<file path="src/rtl/rx_frame_ctrl_if.sv">
// Valid/ready output channel of the frame controller.
// The master drives the head frame and the slave returns ready.
interface rx_frame_ctrl_if;
  logic        out_valid;
  logic        out_ready;
  logic        out_kind;
  logic [7:0]  out_op;
  logic [31:0] out_payload;

  modport master (
    output out_valid,
    output out_kind,
    output out_op,
    output out_payload,
    input  out_ready
  );

  modport slave (
    input  out_valid,
    input  out_kind,
    input  out_op,
    input  out_payload,
    output out_ready
  );
endinterface

</file>
<file path="src/rtl/rx_frame_ctrl.sv">
// Frame controller: detects completed serial frames, drops NOPs, and queues the
// rest in a small FIFO read out over a valid/ready channel. Overruns and NOPs are counted.
module rx_frame_ctrl #(
  parameter int unsigned DEPTH = 4,
  parameter int unsigned CNT_W = 8
) (
  input  logic                       clk,
  input  logic                       rst_n,
  input  logic [39:0]                rx_data,
  input  logic                       rx_flag,
  input  logic                       clear_stats,
  rx_frame_ctrl_if.master            out_if,
  output logic [$clog2(DEPTH):0]     fifo_level,
  output logic [CNT_W-1:0]           overrun_cnt,
  output logic [CNT_W-1:0]           nop_cnt
);

  localparam int unsigned PtrW = $clog2(DEPTH);
  localparam int unsigned LvlW = PtrW + 1;

  logic             flag_q, flag_d;
  logic [PtrW-1:0]  wr_ptr_q, wr_ptr_d;
  logic [PtrW-1:0]  rd_ptr_q, rd_ptr_d;
  logic [LvlW-1:0]  level_q, level_d;
  logic [39:0]      mem_q [DEPTH];
  logic [39:0]      mem_d [DEPTH];
  logic [CNT_W-1:0] ovr_q, ovr_d;
  logic [CNT_W-1:0] nop_q, nop_d;

  logic        frame_ev, is_nop, full, valid, pop, push, ovr_inc, nop_inc;
  logic [39:0] head;

  always_comb begin
    frame_ev = rx_flag & ~flag_q;
    is_nop   = (rx_data[39:32] == 8'h00);
    full     = (level_q == LvlW'(DEPTH));
    valid    = (level_q != '0);
    pop      = valid & out_if.out_ready;
    // A full FIFO still accepts the frame when the head leaves in the same cycle.
    push     = frame_ev & ~is_nop & (~full | pop);
    ovr_inc  = frame_ev & ~is_nop & full & ~pop;
    nop_inc  = frame_ev & is_nop;
  end

  always_comb begin
    flag_d   = rx_flag;
    wr_ptr_d = wr_ptr_q;
    rd_ptr_d = rd_ptr_q;
    level_d  = level_q;
    for (int i = 0; i < DEPTH; i++) begin
      mem_d[i] = mem_q[i];
    end

    if (push) begin
      mem_d[wr_ptr_q] = rx_data;
      wr_ptr_d        = wr_ptr_q + PtrW'(1);
    end
    if (pop) begin
      rd_ptr_d = rd_ptr_q + PtrW'(1);
    end

    case ({push, pop})
      2'b10:   level_d = level_q + LvlW'(1);
      2'b01:   level_d = level_q - LvlW'(1);
      default: level_d = level_q;
    endcase
  end

  // Saturating counters; clear takes priority over a same-cycle increment.
  always_comb begin
    ovr_d = ovr_q;
    nop_d = nop_q;
    if (clear_stats) begin
      ovr_d = '0;
      nop_d = '0;
    end else begin
      if (ovr_inc && (ovr_q != '1)) ovr_d = ovr_q + CNT_W'(1);
      if (nop_inc && (nop_q != '1)) nop_d = nop_q + CNT_W'(1);
    end
  end

  // flag_q resets high so a pulse straddling reset release produces no event.
  always_ff @(posedge clk or negedge rst_n) begin
    if (!rst_n) begin
      flag_q   <= 1'b1;
      wr_ptr_q <= '0;
      rd_ptr_q <= '0;
      level_q  <= '0;
      ovr_q    <= '0;
      nop_q    <= '0;
      for (int i = 0; i < DEPTH; i++) begin
        mem_q[i] <= '0;
      end
    end else begin
      flag_q   <= flag_d;
      wr_ptr_q <= wr_ptr_d;
      rd_ptr_q <= rd_ptr_d;
      level_q  <= level_d;
      ovr_q    <= ovr_d;
      nop_q    <= nop_d;
      for (int i = 0; i < DEPTH; i++) begin
        mem_q[i] <= mem_d[i];
      end
    end
  end

  always_comb begin
    head               = mem_q[rd_ptr_q];
    out_if.out_valid   = valid;
    out_if.out_kind    = head[39];
    out_if.out_op      = head[39:32];
    out_if.out_payload = head[31:0];
    fifo_level         = level_q;
    overrun_cnt        = ovr_q;
    nop_cnt            = nop_q;
  end

endmodule
</file>
<file path="src/flat_wrapper.sv">
// flat-port wrapper written by rule: the top's interface ports become plain ports
module rx_frame_ctrl_flat 
#(
  parameter int unsigned DEPTH = 4,
  parameter int unsigned CNT_W = 8
)
  (clk, rst_n, rx_data, rx_flag, clear_stats, fifo_level, overrun_cnt, nop_cnt, out_if_out_valid, out_if_out_kind, out_if_out_op, out_if_out_payload, out_if_out_ready);
  rx_frame_ctrl_if out_if_i ();
  input  logic clk;
  input  logic rst_n;
  input  logic [39:0] rx_data;
  input  logic rx_flag;
  input  logic clear_stats;
  output logic [$clog2(DEPTH):0] fifo_level;
  output logic [CNT_W-1:0] overrun_cnt;
  output logic [CNT_W-1:0] nop_cnt;
  output wire logic [$bits(out_if_i.out_valid)-1:0] out_if_out_valid;
  output wire logic [$bits(out_if_i.out_kind)-1:0] out_if_out_kind;
  output wire logic [$bits(out_if_i.out_op)-1:0] out_if_out_op;
  output wire logic [$bits(out_if_i.out_payload)-1:0] out_if_out_payload;
  input wire logic [$bits(out_if_i.out_ready)-1:0] out_if_out_ready;
  assign out_if_out_valid = out_if_i.out_valid;
  assign out_if_out_kind = out_if_i.out_kind;
  assign out_if_out_op = out_if_i.out_op;
  assign out_if_out_payload = out_if_i.out_payload;
  assign out_if_i.out_ready = out_if_out_ready;
  rx_frame_ctrl #(.DEPTH(DEPTH), .CNT_W(CNT_W)) u_core (.clk(clk), .rst_n(rst_n), .rx_data(rx_data), .rx_flag(rx_flag), .clear_stats(clear_stats), .out_if(out_if_i), .fifo_level(fifo_level), .overrun_cnt(overrun_cnt), .nop_cnt(nop_cnt));
endmodule
</file>
<file path="config.mk">
export PLATFORM = sky130hd
export DESIGN_NAME = rx_frame_ctrl_flat
export DESIGN_NICKNAME = d
export VERILOG_FILES = /design/src/rtl/rx_frame_ctrl_if.sv /design/src/rtl/rx_frame_ctrl.sv /design/src/flat_wrapper.sv
export SDC_FILE = /design/constraint.sdc
export NUM_CORES = 1
export LEC_CHECK = 0
export CORE_AREA = 2 2 126 128
export DETAILED_ROUTE_END_ITERATION = 12
export DIE_AREA = 0 0 128 130
export GPL_ROUTABILITY_DRIVEN = 1
export PLACE_DENSITY = 0.89
export REMOVE_ABC_BUFFERS = 1
export SKIP_LAST_GASP = 1
export SYNTH_ARGS = -nofsm -noshare
export SYNTH_HDL_FRONTEND = slang
export SYNTH_SLANG_ARGS = --single-unit
</file>
<file path="constraint.sdc">
create_clock -name clk -period 2.25 [get_ports clk]
set_input_delay 0.45 -clock clk [delete_from_list [all_inputs] [get_ports clk]]
set_output_delay 0.45 -clock clk [all_outputs]
set_load 0.02 [all_outputs]
</file>
==> results.sh <==
export IMPL_fin_cells=873
export IMPL_tightest_slew_ns=0.667
export IMPL_clock_sinks=184
export IMPL_yosysTopAreaCell="dfrtp_1"
export IMPL_fmax_mhz=424
export IMPL_dieArea_sq_um=16600
export IMPL_setup_viol=25
export IMPL_dp_hpwl_microns=11800
export IMPL_clk_latency_ns=0.43
export IMPL_vias=5078
export IMPL_avgViaCountPerCell=5.82
export IMPL_drc=0
export IMPL_die_w_microns=128
export IMPL_dp_cells=828
export IMPL_layout_setup_ws_ns=-0.108
export IMPL_cellLeakagePower_nw=4.60
export IMPL_clock_root_buffer="clkbuf_16"
export IMPL_synth_cell_types=41
export IMPL_slew_violations=0
export IMPL_synth_area_leaders="dfrtp_1 (56%), mux2_2 (22%), mux4_2 (11%)"
export IMPL_antenna_found_initial=0
export IMPL_grt_pass1_wl_microns=29100
export IMPL_yosysWarningCount=0
export IMPL_globalplace_congestion=0.819
export IMPL_min_period_over_period=1.05
export IMPL_io_pins=106
export IMPL_gr_total_overflow=0
export IMPL_total_power_mw=16.5
export IMPL_syn_avg_cell_area_sq_um=15.6
export IMPL_cts_buffer_depth=2
export IMPL_fp_dieH_microns=130
export IMPL_portBuffers=105
export IMPL_routed_wl_microns=18200
export IMPL_fp_coreArea_sq_um=15400
export IMPL_synth_top_area_share=0.558
export IMPL_rsz0062_at_grt="true"
export IMPL_nNetsFinal=721
export IMPL_syn_inst=527
export IMPL_rows=46
export IMPL_reg2reg_depth=5
export IMPL_syn_area_sq_um=8210
export IMPL_finalInstanceArea_sq_um=10700
export IMPL_status="complete, but fails checks"
export IMPL_syn_to_final_growth_pct=30.1
export IMPL_grt_pass1_vias=5508
export IMPL_drt_iter0_markers=211
export IMPL_synth_seq_cells=184
export IMPL_end_kind="output port"
export IMPL_async_flop_share=1.00
export IMPL_drive_above_1_share=0.496
export IMPL_path_max_fanout=5
export IMPL_cts_tree="done"
export IMPL_cp_arrival_ns=1.91
export IMPL_ir_drop_v=0.000722
export IMPL_fillers=997
export IMPL_place_area_sq_um=9730
export IMPL_ant_nets=0
export IMPL_wl_per_cell_microns=20.8
export IMPL_clock_skew_ns=0.00862
export IMPL_synthFlopType="dfrtp_1"
export IMPL_cts_inserted_buffers=17
export IMPL_slew_headroom=0.554
export IMPL_critPathLaunchType="flip-flop"
export IMPL_synth_edf_count=0
export IMPL_critPathKind="reg2out"
export IMPL_whs_path_depth=2
export IMPL_required_ns=1.80
export IMPL_grt_max_degree=59
export IMPL_reg2reg_setup_slack_ns=0.10
export IMPL_hp_class="in2reg"
export IMPL_drv_cap=0
export IMPL_period_minus_slack_ns=2.36
export IMPL_diodes=0
export IMPL_tns_ns=-1.37
export IMPL_drtPass1Iterations=5
export IMPL_ys_seq_area_frac=0.561
export IMPL_p_per_area_nw_per_um2=1540
export IMPL_clk_pin_slew_ns=0.06
export IMPL_violations="negative setup slack"
export IMPL_hold_viol=0
export IMPL_grt_usage=0.231
export IMPL_start_util=0.532
export IMPL_final_core_util=0.693
export IMPL_htree_levels=4
flip-flops by register name, indices dropped and copies added, names as in the netlist:
register,flops
u_core.overrun_cnt,8
u_core.fifo_level,3
u_core.nop_cnt,8
u_core.rd_ptr_q,2
u_core.wr_ptr_q,2
u_core.flag_q,1
u_core.mem_q,160
through the flow:
stage | setup WS (ns) | hold slack (ns)
detailed placement | -0.486 | 0.413
finish | -0.108 | 0.454
CTS | -0.131 | 0.454
floorplan | -0.704 | 0.154
global route | -0.156 | 0.470
global placement | -0.359 | 0.410
metal layers:
metal | up-vias | wire length, microns | track usage | part of all wire
li1 | 2248 | - | - | -
met5 | - | 0 | 0 | 0
met3 | 16 | 767 | 0.0492 | 0.042
met1 | 2699 | 7360 | 0.287 | 0.40
met2 | 115 | 9780 | 0.405 | 0.54
met4 | 0 | 275 | 0.0776 | 0.015
worst max-delay path, cell delays in order, from the launching register on:
cell and delay, ns:
dfrtp_2 0.41, buf_12 0.13, buf_12 0.12, buf_12 0.12, mux4_2 0.54, buf_6 0.16
synth_stat cells, drive strengths merged (2+ instances only):
library cell  number
mux2i              2
nand4              2
clkbuf             6
and3               2
a21oi             13
nand2             10
or3                7
nor4               3
o31ai              8
o21ai              6
mux2             161
xor2               3
dfrtp            183
nor2               5
or4                6
nand2b             3
buf               26
nand3              7
mux4              40
nor3               2
xnor2              3
ha                 7
inv                8
cell usage in the layout, fill, tap and decap left out, types with 8 or more instances in the layout:
cell and instances:
mux2_2 161, buf_4 28, clkbuf_16 17, mux4_2 40, clkdlybuf4s50_1 58, o31ai_1 8
a21oi_1 13, dfrtp_1 181, buf_12 14, buf_6 40, inv_1 8
final cells by class:
| cell class | instances | area, sq um | area share |
|---|---|---|---|
| sequential | 184 | 4610 | 0.431 |
| multi-input combinational | 303 | 3460 | 0.324 |
| timing repair buffer | 154 | 1700 | 0.159 |
| clock buffer | 19 | 453 | 0.0424 |
| tap | 192 | 240 | 0.0225 |
| clock inverter | 13 | 200 | 0.0187 |
| inverter | 8 | 30.0 | 0.00281 |
power breakdown:
| group | switching [mW] | internal, mW | total [mW] | leakage (nW) |
|---|---|---|---|---|
| logic | 3.12 | 4.41 | 7.53 | 2.04 |
| registers | 0.838 | 4.83 | 5.67 | 2.24 |
| clock network | 1.24 | 2.02 | 3.26 | 0.322 |
kinds of logic (layout without fill, tap and decap cells):
family / Yosys count / after routing / share of synthesized area
XOR/XNOR: 6 / 6 / 0.00640
multiplexers: 203 / 203 / 0.333
flip-flops: 184 / 184 / 0.561
AND/OR/NAND/NOR: 54 / 54 / 0.0398
buffers and inverters: 40 / 194 / 0.0226
AO/OA/AOI/OAI: 32 / 32 / 0.0244
adder cells (fa/ha/maj): 8 / 8 / 0.0131
what timing repair did:
action                     in CTS  in global routing
hold buffers                    1                  0
setup buffers                   8                  2
setup endpoints to repair      43                 42
pin swaps                       0                  4
resized for setup             230                 36
hold endpoints to repair       45                  0
cloned                          2                  0
path summary, 6_finish.rpt:
| path | from | to |
|---|---|---|
| worst min-delay path | rx_data[34] | u_core.mem_q[154] |
| worst max register to register | u_core.fifo_level[0] | u_core.overrun_cnt[0] |
| worst min register to register | u_core.mem_q[48] | u_core.mem_q[48] |
| worst max-delay path | u_core.rd_ptr_q[0] | out_if_out_payload[22] |
| max in group asynchronous | rst_n | u_core.mem_q[123] |
| min in group asynchronous | rst_n | u_core.mem_q[120] |
Power figures use the tool's default switching activity.
